**config.mk**
```make
export PLATFORM = sky130hd
export DESIGN_NAME = topk_stream_select
export DESIGN_NICKNAME = d
export VERILOG_FILES = /design/src/rtl/topk_stream_select.sv
export SDC_FILE = /design/constraint.sdc
export NUM_CORES = 1
export LEC_CHECK = 0
export BUFFER_PORTS_ARGS = -buffer_cell sky130_fd_sc_hd__buf_4
export CELL_PAD_IN_SITES_DETAIL_PLACEMENT = 1
export CELL_PAD_IN_SITES_GLOBAL_PLACEMENT = 1
export CORE_MARGIN = 2
export CORE_UTILIZATION = 45
export CTS_CLUSTER_DIAMETER = 50
export DETAILED_ROUTE_END_ITERATION = 8
export GPL_TIMING_DRIVEN = 1
export PLACE_DENSITY = 0.78
export RECOVER_POWER = 50
export SKIP_LAST_GASP = 1
export SLEW_MARGIN = 20
export SYNTH_ARGS = -nofsm -noshare
export SYNTH_HDL_FRONTEND = slang
export SYNTH_SLANG_ARGS = --single-unit
```
**constraint.sdc**
```tcl
create_clock -name clk -period 9.9 [get_ports clk]
set_input_delay 0.99 -clock clk [delete_from_list [all_inputs] [get_ports clk]]
set_output_delay 0.99 -clock clk [all_outputs]
set_load 0.01 [all_outputs]
```
**src/rtl/topk_stream_select.sv**
```systemverilog
// Streaming top-K selector: accepts one unsigned score per cycle, tags it with
// its arrival index and keeps a sorted K-entry list by parallel compare-and-shift
// insertion. The finished list is offered under a valid/ready handshake.
// Optional macro TOPK_BOTTOM_EN selects the K smallest scores instead of the
// K largest.
`timescale 1ns/1ps

module topk_stream_select #(
  parameter int unsigned DATA_WIDTH = 16,
  parameter int unsigned NUM_WORDS  = 32,
  parameter int unsigned K          = 10,
  parameter int unsigned ID_WIDTH   = 6
) (
  input  logic                       clk,
  input  logic                       rst,
  input  logic                       in_valid,
  output logic                       in_ready,
  input  logic [DATA_WIDTH-1:0]      in_data,
  input  logic                       in_last,
  output logic                       out_valid,
  input  logic                       out_ready,
  output logic [DATA_WIDTH*K-1:0]    array_out,
  output logic [ID_WIDTH*K-1:0]      id_out,
  output logic [ID_WIDTH:0]          count_out
);

  localparam int unsigned CW = ID_WIDTH + 1;
  localparam logic [CW-1:0] KCnt        = CW'(K);
  localparam logic [CW-1:0] NumWordsCnt = CW'(NUM_WORDS);

  typedef enum logic [0:0] {StAccept, StDone} state_e;

  state_e                state_q, state_d;
  logic [DATA_WIDTH-1:0] score_q [K];
  logic [DATA_WIDTH-1:0] score_d [K];
  logic [ID_WIDTH-1:0]   id_q    [K];
  logic [ID_WIDTH-1:0]   id_d    [K];
  logic [CW-1:0]         count_q, count_d;
  logic [CW-1:0]         idx_q, idx_d;

  logic                  accept;
  logic                  frame_end;
  logic [K-1:0]          keep;
  logic [CW-1:0]         idx_inc;

  assign accept    = in_valid && in_ready;
  assign idx_inc   = idx_q + 1'b1;
  assign frame_end = in_last || (idx_inc == NumWordsCnt);

  // Per-rank "stays ahead of the new word": occupied and better-or-equal. Equal
  // scores keep the older entry ahead, which gives the stable tie order.
  always_comb begin
    keep = '0;
    for (int r = 0; r < K; r++) begin
`ifdef TOPK_BOTTOM_EN
      keep[r] = (CW'(r) < count_q) && (score_q[r] <= in_data);
`else
      keep[r] = (CW'(r) < count_q) && (score_q[r] >= in_data);
`endif
    end
  end

  // State register.
  always_ff @(posedge clk or posedge rst) begin
    if (rst) begin
      state_q <= StAccept;
    end else begin
      state_q <= state_d;
    end
  end

  // Next-state logic: the frame closes on in_last or on the NUM_WORDS-th word.
  always_comb begin
    state_d = state_q;
    unique case (state_q)
      StAccept: if (accept && frame_end) state_d = StDone;
      StDone:   if (out_ready)           state_d = StAccept;
      default:                           state_d = StAccept;
    endcase
  end

  // Output decode for the handshake signals.
  always_comb begin
    in_ready  = 1'b0;
    out_valid = 1'b0;
    unique case (state_q)
      StAccept: in_ready  = 1'b1;
      StDone:   out_valid = 1'b1;
      default:  in_ready  = 1'b0;
    endcase
  end

  // List update: insert on accept, clear when the result is consumed.
  always_comb begin
    score_d = score_q;
    id_d    = id_q;
    count_d = count_q;
    idx_d   = idx_q;
    if (state_q == StDone) begin
      if (out_ready) begin
        for (int r = 0; r < K; r++) begin
          score_d[r] = '0;
          id_d[r]    = '0;
        end
        count_d = '0;
        idx_d   = '0;
      end
    end else if (accept) begin
      // Ranks that keep their entry form a prefix; the first non-kept rank takes
      // the new word and everything after it shifts down, dropping rank K-1.
      if (!keep[0]) begin
        score_d[0] = in_data;
        id_d[0]    = idx_q[ID_WIDTH-1:0];
      end
      for (int r = 1; r < K; r++) begin
        if (!keep[r]) begin
          if (keep[r-1]) begin
            score_d[r] = in_data;
            id_d[r]    = idx_q[ID_WIDTH-1:0];
          end else begin
            score_d[r] = score_q[r-1];
            id_d[r]    = id_q[r-1];
          end
        end
      end
      count_d = (count_q == KCnt) ? count_q : count_q + 1'b1;
      idx_d   = idx_inc;
    end
  end

  // List, count and index registers.
  always_ff @(posedge clk or posedge rst) begin
    if (rst) begin
      for (int r = 0; r < K; r++) begin
        score_q[r] <= '0;
        id_q[r]    <= '0;
      end
      count_q <= '0;
      idx_q   <= '0;
    end else begin
      for (int r = 0; r < K; r++) begin
        score_q[r] <= score_d[r];
        id_q[r]    <= id_d[r];
      end
      count_q <= count_d;
      idx_q   <= idx_d;
    end
  end

  // Flatten the registered list onto the output buses, rank 0 in the low bits.
  always_comb begin
    array_out = '0;
    id_out    = '0;
    for (int r = 0; r < K; r++) begin
      array_out[r*DATA_WIDTH +: DATA_WIDTH] = score_q[r];
      id_out[r*ID_WIDTH +: ID_WIDTH]        = id_q[r];
    end
    count_out = count_q;
  end

endmodule

```
==> metrics.md <==
| Metric | Value |
|---|---|
| Status | finished, violations left |
| Failing checks | max-capacitance violations, max-slew violations |
| RSZ-0062 raised after global routing | no |
| Clk_skew | 0.0200 ns |
| Delay-heaviest family, CP | buffers and inverters |
| Die W | 201 microns |
| Antenna Nets Post-Route | 0 |
| Yosys cell types | 64 |
| CTS buffer count | 38 |
| CTS Hold Bufs | 0 |
| Slew HR | -2.34 |
| Cells along the critical path | clkbuf_4, nor2b_2, clkbuf_1, nor2_1, a211o_1, a2111oi_1, o21ai_1, buf_4, o2bb2ai_1 |
| Pre-antenna DRT Iters | 5 |
| Count of cells along the worst hold path | 1 |
| Slew @ Worst Pin | 5.01 ns |
| Setup WS post-layout | 4.42 ns |
| Mean Syn Cell Area | 8.86 sq um |
| Synth Flop Type | dfrtp_1 |
| Most common cell in the netlist | dfrtp_1 |
| IO Port Bufs | 249 |
| Clk buf depth | 3 |
| Post-Syn Area | 0.0174 sq mm |
| Worst vdd ir | 174 uV |
| Via count | 18,062 |
| Final Core Density | 0.526 |
| Leakage | 8.79 nW |
| Hold Fails Final Rpt | 0 |
| Worst setup EP type | flip-flop |
| Filler cells | 4,582 |
| Largest net degree at the start of global routing | 104 |
| Initial DRC count | 1,384 |
| Reg area | 0.00588 sq mm |
| Core Area | 0.0384 sq mm |
| Async set or reset register ratio after synthesis | 1.00 |
| Tot GR Track Use | 0.368 |
| Antenna cells | 0 |
| Slew Limit Fails | 147 |
| Combinational family with the most area after synthesis | compound AO/OA/AOI/OAI gates |
| Multiplexer share of the synthesized area | 0.101 |
| PostCTS Resize Cnt | 0 |
| Yosys Warn Count | 0 |
| Reg-to-reg startpoint | state_q$_DFF_PP0_ |
| CP required | 10.37 ns |
| Net Count, Synth | 2,148 |
| Synth Area in Compound Gates | 0.244 |
| DIE HEIGHT | 201 microns |
| First-pass GRT wire length | 116 mm |
| Reg2reg path depth | 8 |
| Max cap viols | 2 |
| Reg clk slew, reported paths | 0.06 ns |
| Gpl congestion | 0.922 |
| Die area | 0.0403 sq mm |
| Setup total negative slack | 0 ns |
| Synth area leader | dfrtp_1 |
| Final setup violation count | 0 |
| CTS root buf | clkbuf_16 |
| Fin crit period | 5.48 ns |
| Post-Synth XOR/XNOR Area | 0.00302 |
| Post-route cell area | 0.0202 sq mm |
| Fin crit share | 0.554 |
| Post-synth top area share | 0.338 |
| Slowest CP cell | clkbuf_1 |
| Multi-input logic area | 0.0106 sq mm |
| Worst Hold Launch | id_out[54]$_DFFE_PP0P_ |
| Crit path max fanout | 42 |
| # nets final | 2,298 |
| HP Class | reg -> reg |
| Power, Total | 7.66 mW |
| Wirelength per Cell | 28.2 microns |
| Buf/Inv on CP | 3 |
| Initial antenna violation count | 0 |
| Post-synthesis adder-cell area fraction | 0.117 |
| Placed cell area | 0.0196 sq mm |
| WS Path Type | in -> reg |
| Post-Synth Simple-Gate Area | 0.139 |
| P per Cell Area | 379 mW/mm^2 |
| Worst R2R End | array_out[149]$_DFFE_PP0P_ |
| IO Pins | 250 |
| Critical Path AT | 5.96 ns |
| Vias in the first global route | 18,683 |
| Gr ovfl total | 0 |
| CTS tree | done |
| Most frequent cells after synthesis | 235 x dfrtp_1, 206 x nand2_1, 174 x mux2i_1 |
| CTS H-tree depth | 2 |
| Max Freq | 0.182 GHz |
| Worst hold slack | 0.487 ns |
| Row Count | 72 |
| Max incr delay on CP | 1.76 ns |
| Vias/cell | 6.79 |
| Hold Crit Endpoint | id_out[54]$_DFFE_PP0P_ |
| Final WL | 75.2 mm |
| Critical Path Source Type | primary input |
| Sequential fraction of the synthesis area | 0.338 |
| Number of clock sinks | 235 |
| Worst skew pair latency | 0.56 ns |
| EDFF count, synth | 0 |
| R2R Setup Slk | 4.47 ns |
| DRC Markers | 0 |
| Area Growth Syn to Fin | 16.1% |
| Top area cells in the synthesized netlist | dfrtp_1 34%, ha_1 12%, mux2i_1 10% |
| Detail Placement HPWL | 52.6 mm |
| Dpl cells | 2,592 |
| Yosys reg bits | 235 |
| Setup repair bufs after CTS | 0 |
| Initial Utilization | 0.454 |
| Layout cell share with drive strength beyond 1 | 0.0938 |
| Post-synthesis cell count | 1,964 |
| Pre-CTS setup slack | 5.09 ns |
| Fin cells | 2,662 |
-- sequential cells by signal, summed over array words and instances (netlist names) --
register and cells:
array_out 160, id_out 60, state_q 1, count_out 7, idx_q 7
-- worst register-to-register path, stage by stage, from the launching register on --
cell and delay [ns]:
dfrtp_1 0.47, nor2b_2 0.14, clkbuf_1 1.76, nor2_1 0.75, a211o_1 0.49, a2111oi_1 0.75
o21ai_1 0.47, buf_4 0.35, o2bb2ai_1 0.17
-- layout make-up --
class	count	area share
tap	518	0.0321
clock inverter	24	0.0152
sequential	235	0.291
multi-input combinational	1480	0.525
clock buffer	46	0.0532
inverter	59	0.0110
timing repair buffer	300	0.0721
-- worst max path at each step --
stage / startpoint / slack, ns / cells past startpoint / to
after global placement: in_data[5] / 5.27 / 11 / array_out[48]$_DFFE_PP0P_
after global routing: in_valid / 4.34 / 9 / array_out[154]$_DFFE_PP0P_
after detailed placement: in_data[6] / 5.09 / 11 / id_out[22]$_DFFE_PP0P_
final: in_valid / 4.42 / 9 / array_out[149]$_DFFE_PP0P_
after CTS: in_data[6] / 5.63 / 11 / array_out[58]$_DFFE_PP0P_
after floorplan: rst / 2.46 / 1 / array_out[0]$_DFFE_PP0P_
-- power by group --
group	switching, mW	leakage (nW)	internal (mW)
Sequential	0.762	2.83	1.40
Combinational	2.56	5.28	1.46
Clock	0.545	0.676	0.937
Total	3.86	8.79	3.80
-- per-layer routing --
metal | track usage | vias up | share of wire
met5 | 0 | - | 0
met4 | 0.182 | 0 | 0.051
met3 | 0.0506 | 204 | 0.073
met2 | 0.577 | 884 | 0.45
met1 | 0.500 | 9252 | 0.42
li1 | - | 7722 | -
-- cell usage in the layout, fill, tap and decap left out, drive strengths merged, types with 4 or more instances in the layout --
master	count
o2bb2ai	22
and3	25
or4	4
xor2	6
a211o	7
o211ai	69
nor3	34
a311oi	22
mux2i	174
a21o	6
a31o	23
nand2	206
clkinv	12
o311a	21
clkinvlp	4
a32oi	22
o21ai	115
nand2b	11
a211oi	96
ha	163
inv	61
clkbuf	260
nand4	38
o21a	13
nor2	89
a31oi	69
a2111oi	6
nand3	49
buf	86
and2	22
nor4	23
a21oi	106
or3	7
dfrtp	235
bufinv	6
-- cell families after synthesis --
group                    Yosys count
buffers and inverters            249
AO/OA/AOI/OAI                    619
flip-flops                       235
multiplexers                     176
AND/OR/NAND/NOR                  516
adder cells (fa/ha/maj)          163
XOR/XNOR                           6
Note: power is estimated with default switching activity, not from simulation.
